File: config.mk
export PLATFORM = sky130hd
export DESIGN_NAME = ts_null_inserter
export DESIGN_NICKNAME = d
export VERILOG_FILES = /design/src/rtl/ts_null_inserter.sv
export SDC_FILE = /design/constraint.sdc
export NUM_CORES = 1
export LEC_CHECK = 0
export ABC_CLOCK_PERIOD_IN_PS = 2650
export CAP_MARGIN = 20
export CELL_PAD_IN_SITES_DETAIL_PLACEMENT = 0
export CELL_PAD_IN_SITES_GLOBAL_PLACEMENT = 1
export CORE_UTILIZATION = 38
export DETAILED_ROUTE_END_ITERATION = 8
export MAX_ROUTING_LAYER = met4
export PLACE_DENSITY = 0.85
export SKIP_LAST_GASP = 1
export SYNTH_ARGS = -nofsm -noshare
export SYNTH_HDL_FRONTEND = slang
export SYNTH_SLANG_ARGS = --single-unit
File: constraint.sdc
create_clock -name clk -period 2.65 [get_ports clk]
set_input_delay 0.795 -clock clk [delete_from_list [all_inputs] [get_ports clk]]
set_output_delay 0.795 -clock clk [all_outputs]
set_load 0.03 [all_outputs]
File: src/rtl/ts_null_inserter.sv
// MPEG-TS null-packet inserter: paces a byte stream to tick_en, fills gaps with
// null packets at packet boundaries and pads short packets with 0xFF.
module ts_null_inserter #(
  parameter int unsigned PKT_LEN = 188,
  parameter int unsigned CNT_W   = 16
) (
  input  logic             clk,
  input  logic             rst,
  input  logic             tick_en,
  input  logic             in_valid,
  input  logic             in_sync,
  input  logic [7:0]       in_data,
  output logic             in_ready,
  output logic             out_valid,
  output logic             out_sync,
  output logic [7:0]       out_data,
  output logic [CNT_W-1:0] null_count,
  output logic [CNT_W-1:0] pad_count,
  output logic [CNT_W-1:0] drop_count
);

  localparam int unsigned IDX_W = $clog2(PKT_LEN);
  localparam logic [IDX_W-1:0] IDX_LAST = IDX_W'(PKT_LEN - 1);
  localparam logic [CNT_W-1:0] CNT_MAX  = {CNT_W{1'b1}};
  localparam logic [7:0] SYNC_BYTE = 8'h47;
  localparam logic [7:0] FILL_BYTE = 8'hFF;

  typedef enum logic [1:0] {
    ST_BOUNDARY,
    ST_PASS,
    ST_NULL
  } state_t;

  state_t           state_q, state_d;
  logic [IDX_W-1:0] idx_q, idx_d;
  logic             padded_q, padded_d;
  logic             out_valid_q, out_valid_d;
  logic             out_sync_q, out_sync_d;
  logic [7:0]       out_data_q, out_data_d;
  logic [CNT_W-1:0] null_cnt_q, null_cnt_d;
  logic [CNT_W-1:0] pad_cnt_q, pad_cnt_d;
  logic [CNT_W-1:0] drop_cnt_q, drop_cnt_d;
  logic             null_inc, pad_inc, drop_inc;

  // Null packet body after the sync byte: PID 0x1FFF, payload-only, then 0xFF.
  function automatic logic [7:0] null_byte(input logic [IDX_W-1:0] i);
    logic [7:0] b;
    b = FILL_BYTE;
    if (i == IDX_W'(1)) b = 8'h1F;
    else if (i == IDX_W'(3)) b = 8'h10;
    return b;
  endfunction

  function automatic logic [CNT_W-1:0] sat_inc(input logic [CNT_W-1:0] c, input logic inc);
    logic [CNT_W-1:0] r;
    r = c;
    if (inc && (c != CNT_MAX)) r = c + CNT_W'(1);
    return r;
  endfunction

  // Upstream handshake: boundary accepts anything, elsewhere only non-sync bytes.
  always_comb begin
    in_ready = 1'b0;
    if (!rst && tick_en) begin
      case (state_q)
        ST_BOUNDARY: in_ready = in_valid;
        ST_PASS,
        ST_NULL:     in_ready = in_valid & ~in_sync;
        default:     in_ready = 1'b0;
      endcase
    end
  end

  always_comb begin
    state_d     = state_q;
    idx_d       = idx_q;
    padded_d    = padded_q;
    out_valid_d = 1'b0;
    out_sync_d  = out_sync_q;
    out_data_d  = out_data_q;
    null_inc    = 1'b0;
    pad_inc     = 1'b0;
    drop_inc    = 1'b0;

    if (tick_en) begin
      out_valid_d = 1'b1;
      out_sync_d  = 1'b0;
      case (state_q)
        ST_BOUNDARY: begin
          out_sync_d = 1'b1;
          idx_d      = IDX_W'(1);
          if (in_valid && in_sync) begin
            out_data_d = in_data;
            padded_d   = 1'b0;
            state_d    = ST_PASS;
          end else begin
            out_data_d = SYNC_BYTE;
            null_inc   = 1'b1;
            drop_inc   = in_valid;
            state_d    = ST_NULL;
          end
        end
        ST_PASS, ST_NULL: begin
          if (state_q == ST_NULL) begin
            out_data_d = null_byte(idx_q);
            drop_inc   = in_valid & ~in_sync;
          end else if (in_valid && !in_sync) begin
            out_data_d = in_data;
          end else begin
            // Starved or next packet already waiting: pad, counted once per packet.
            out_data_d = FILL_BYTE;
            if (!padded_q) begin
              pad_inc  = 1'b1;
              padded_d = 1'b1;
            end
          end
          if (idx_q == IDX_LAST) begin
            idx_d   = '0;
            state_d = ST_BOUNDARY;
          end else begin
            idx_d = idx_q + IDX_W'(1);
          end
        end
        default: begin
          idx_d   = '0;
          state_d = ST_BOUNDARY;
        end
      endcase
    end

    null_cnt_d = sat_inc(null_cnt_q, null_inc);
    pad_cnt_d  = sat_inc(pad_cnt_q, pad_inc);
    drop_cnt_d = sat_inc(drop_cnt_q, drop_inc);
  end

  always_ff @(posedge clk) begin
    if (rst) begin
      state_q     <= ST_BOUNDARY;
      idx_q       <= '0;
      padded_q    <= 1'b0;
      out_valid_q <= 1'b0;
      out_sync_q  <= 1'b0;
      out_data_q  <= '0;
      null_cnt_q  <= '0;
      pad_cnt_q   <= '0;
      drop_cnt_q  <= '0;
    end else begin
      state_q     <= state_d;
      idx_q       <= idx_d;
      padded_q    <= padded_d;
      out_valid_q <= out_valid_d;
      out_sync_q  <= out_sync_d;
      out_data_q  <= out_data_d;
      null_cnt_q  <= null_cnt_d;
      pad_cnt_q   <= pad_cnt_d;
      drop_cnt_q  <= drop_cnt_d;
    end
  end

  assign out_valid  = out_valid_q;
  assign out_sync   = out_sync_q;
  assign out_data   = out_data_q;
  assign null_count = null_cnt_q;
  assign pad_count  = pad_cnt_q;
  assign drop_count = drop_cnt_q;

endmodule

# Yosys cells after proc, flatten, opt, wreduce, memory -nomap -nowiden
# Index checks and enable logic that the tools add are counted.
# totals
word_cells,72
reg_bits,69
rom_bits,0
latch_bits,0
mem_bits_rw,0
out_inout_bits,59
inputBits,13
mem_count,0
# classes
shifts,0
n_bitwise,2
n_addsub,4
magnitude_cmp,0
n_mux,31
n_div,0
mul,0
eq_ne,12
n_reduce_logical,14
# op_table
op,count
"adder 16 x 1 -> 16 bit, second input constant",3
two-way mux 8 bit,6
"inequality test 16 bit, second input constant",3
case mux 8 bit (2 select lines),2
two-way mux 1 bit,17
"adder 8 x 1 -> 8 bit, second input constant",1
"== test 8 x 1 -> 1 bit, second input constant",1
"== test 8 x 2 -> 1 bit, second input constant",1
"== test 8 bit, second input constant",1
"inequality test 2 bit, second input constant",4
logical AND 1 bit,6
case mux 1 bit (2 select lines),3
AND reduction 5 bit,1
two-way mux 2 bit,2
case mux 2 bit (2 select lines),1
AND reduction 2 bit,2
"== test 2 x 1 -> 1 bit, second input constant",1
"== test 2 bit, second input constant",1
zero test 1 bit,2
zero test 2 bit,1
nonzero test 2 bit,1
OR reduction 2 bit,1
AND 1 bit,1
NOT 1 bit,1

# Logic depth before layout (Yosys ltp)
# logic_depth
ltp_word,7
ltp_mapped,8
depth_no_buf,7

# Least setup slack after synthesis
# Ideal clock, no wire load.
# synth_path
path_type,register to output
startpoint,register state_q[1]
endpoint,output port in_ready
path_buffers,1
stages_incl_launch_ff,7
setup_slack_ps,360
required_time_ps,1855
t_arrival_ps,1495
path_cell_list,dfxtp_1 inv_1 ha_1 clkbuf_1 inv_1 o21bai_1 and3_2
# synth_via
elab_chain_len,4
elab_cells_between_ends,6
cone_classes,eq/ne (2); mux (2); reduce/logical (2)
# synth_lines
item,line_no,text
"start, declared",34,"state_t state_q, state_d;"
"start signal, assigned",148,state_q <= state_d;
== test 2 bit / == test 2 x 1 -> 1 bit (equally long branches),65,case (state_q)
OR reduction 2 bit,65,
case mux 1 bit (2 select lines) (*),65,
two-way mux 1 bit (*),64,if (!rst && tick_en) begin
"end, declared",13,"output logic in_ready,"
# Every way passes the cells marked *; elsewhere a longest branch is shown, timed or not.

# Worst setup path in the final report
# layout_path
startpoint,register state_q[0]
endpoint,output port in_ready
# Same word-level chain as after synthesis.

==> reports/qor.txt <==
RR Startpoint - state_q[0]
Synth async-reset ratio - 0%
Net count, final - 535
Routed Wire Length - 9120 um
Min-Delay Path Depth - 2
r2r setup slk - 0.35 ns
Peak Freq - 0.398 GHz
core area - 0.00889 mm^2
Net Count, Synth - 452
PwrDens - 476 mW/mm^2
peak supply drop - 0.258 mV
Die Ht - 98.7 um
Tightest Pin Transition - 0.768 ns
Avg Cell Area, Syn - 8.26 um^2
area occupied by multi-input gates - 0.00208 mm^2
CP required - 1.86 ns
antenna violations before repair - 0
sequential cell area - 0.00138 mm^2
I/O pins - 72
setup bufs post-CTS - 0
ratio of cells with drive above 1 in the final layout - 10.1%
CP dominant cell by count - inv_1
Sink Count - 69
final instance area - 0.00466 mm^2
Initial Utilization - 40.0%
die footprint - 0.00974 mm^2
Max-cap violations - 0
Reg2Reg Depth - 7
DR iter-0 viols - 158
Residual DRC - 0
cell taking the most area after synthesis - dfxtp_1
Synth top area share - 38.9%
RSZ-0062 raised after global routing - no
largest net degree at the start of global routing - 69
top sig layer - met4
Worst-path clk slew - 0.07 ns
Clock Latency Late Sink - 0.35 ns
Arr. time, crit path - 1.72 ns
hold_ws - 0.462 ns
CP startpoint kind - flop
Vias/cell - 5.51
grt ovf - 0
Hold EP - out_data[3]
YS warnings - 0
post-synthesis sequential area ratio - 38.9%
Die X - 98.7 um
count leader, synth - dfxtp_1
Static Leakage - 0.00156 uW
status - complete, no violations
H-Tree Depth - 3
number of synthesized flops with an enable pin - 0
vias in the first global route - 3282
routed via count - 3437
std cell rows - 34
Post-Syn Area - 0.00355 mm^2
worst hold path type - reg -> reg
Routed Antenna Nets - 0
minimum clock period after layout - 2.51 ns
clk root buf - clkbuf_8
Max Slew Vio Count - 0
Final HPWL DP - 6400 um
clock skew - 0.00973 ns
buffers added on ports - 71
clock buffer depth - 2
WL met2 - 4160 um
post-synthesis cell count - 430
DR WL/cell - 14.6 um
Synth area leaders - dfxtp_1, nor2_1, xnor2_1
first-pass GRT wire length - 15400 um
reg-to-reg endpoint - drop_count[12]
CTS tree - done
length of routed met3 wiring - 376 um
diode count - 0
Yosys cell types - 52
final worst-path cycle share - 94.8%
worst setup slack after placement - -0.200 ns
Setup crit end kind - primary output
launch point of the worst hold path - out_data[3]
Fill cells - 871
area grow syn2layout - 31.1%
Placer Congestion - 0.831
crit path kind - reg -> out
CTS buffer count - 9
CP peak stage delay - 0.36 ns
Main synth FF type - dfxtp_1
Placed Area - 0.00446 mm^2
Worst path slowest cell - dfxtp_1
critical path fanouts, max - 7
relative slew slack - 48.3%
final hold vios - 0
synthesized flop and latch total - 69
top cells by count, synth - dfxtp_1, nor2_1, nand2_1, a21oi_1, nand3_1
final setup vio count - 0
crit path cell chain - inv_1 -> ha_4 -> inv_1 -> o21bai_1 -> and3_2 -> buf_4
DR pass1 iterations - 7
M1 WL - 4510 um
Final WS setup - 0.139 ns
Global Route Usage Sum - 20.0%
[cell families (layout without fill, tap and decap cells)]
logic type                 after synthesis  after routing  synth area share (%)
xor gates and xnor gates                34             34                  8.38
muxes                                    2              2                 0.563
buffers and inverters                   26            112                  2.82
DFF                                     69             69                  38.9
adders and majority gates                9              9                  3.17
and+or+nand+nor                        205            205                  30.7
AOI/OAI and AO/OA                       85             85                  15.5
[registers in the layout, summed over array words and instances (netlist names)]
signal      flops
out_data        8
out_sync        1
pad_count      16
state_q         2
out_valid       1
idx_q           8
null_count     16
padded_q        1
drop_count     16
[cell type report]
type                       count  area share, %
tap                          108           2.90
inverter                       8          0.645
timing repair buffer          90           18.2
sequential                    69           29.7
multi-input combinational    335           44.7
clock buffer                  12           3.12
clock inverter                 2          0.752
[cell usage in the layout (no fill, tap or decap), types with 9 or more instances in the layout]
cell type	n
clkbuf_8	10
nor3_1	17
buf_4	19
nand4_1	18
nand3_1	21
clkdlybuf4s50_1	66
nor4_1	13
dfxtp_1	68
nor2_1	59
xnor2_1	18
o21ai_0	15
nand2_1	30
and3_1	10
xor2_1	16
a21oi_1	27
a211oi_1	9
[critical path, delay by kind of cell (launching register included)]
family	cells	cell delay, ns
AO/OA/AOI/OAI	1	0.13
adder cells (fa/ha/maj)	1	0.32
buffers and inverters	3	0.36
AND/OR/NAND/NOR	1	0.20
flip-flops	1	0.36
[worst max path at each step]
stage	startpoint	endpoint	slack (ns)
finish	state_q[0]	in_ready	0.14
global route	state_q[0]	in_ready	0.07
CTS	state_q[1]	in_ready	0.03
detailed placement	tick_en	drop_count[12]	-0.20
global placement	tick_en	drop_count[12]	-0.14
floorplan	state_q[1]	in_ready	0.36
[metrics by stage]
stage	utilization, %	setup TNS [ns]	std cells	total power (uW)
floorplan	-	0	430	1270
global placement	50.2	-0.926	610	1380
detailed placement	50.2	-1.47	610	1390
CTS	52.3	0	624	2220
global route	52.4	0	624	2310
finish	52.4	0	624	2220
[what timing repair did]
item	4_1_cts	5_1_grt
pin swaps	0	0
setup endpoints to repair	1	1
hold buffers	0	0
gates cloned	0	0
gates resized for setup	5	2
[layer usage]
layer | vias to the layer above | track usage (%)
met3 | 7 | 4.96
met4 | 0 | 6.43
met1 | 1600 | 25.7
met5 | - | -
met2 | 81 | 30.9
li1 | 1749 | -
[power by group]
| group | switching, uW | leakage [uW] | internal, uW |
|---|---|---|---|
| Sequential | 20.5 | 0.000559 | 1060 |
| Combinational | 169 | 0.000905 | 122 |
| Clock | 396 | 0.0000923 | 450 |
| Total | 585 | 0.00156 | 1630 |
Power figures use the tool's default switching activity.
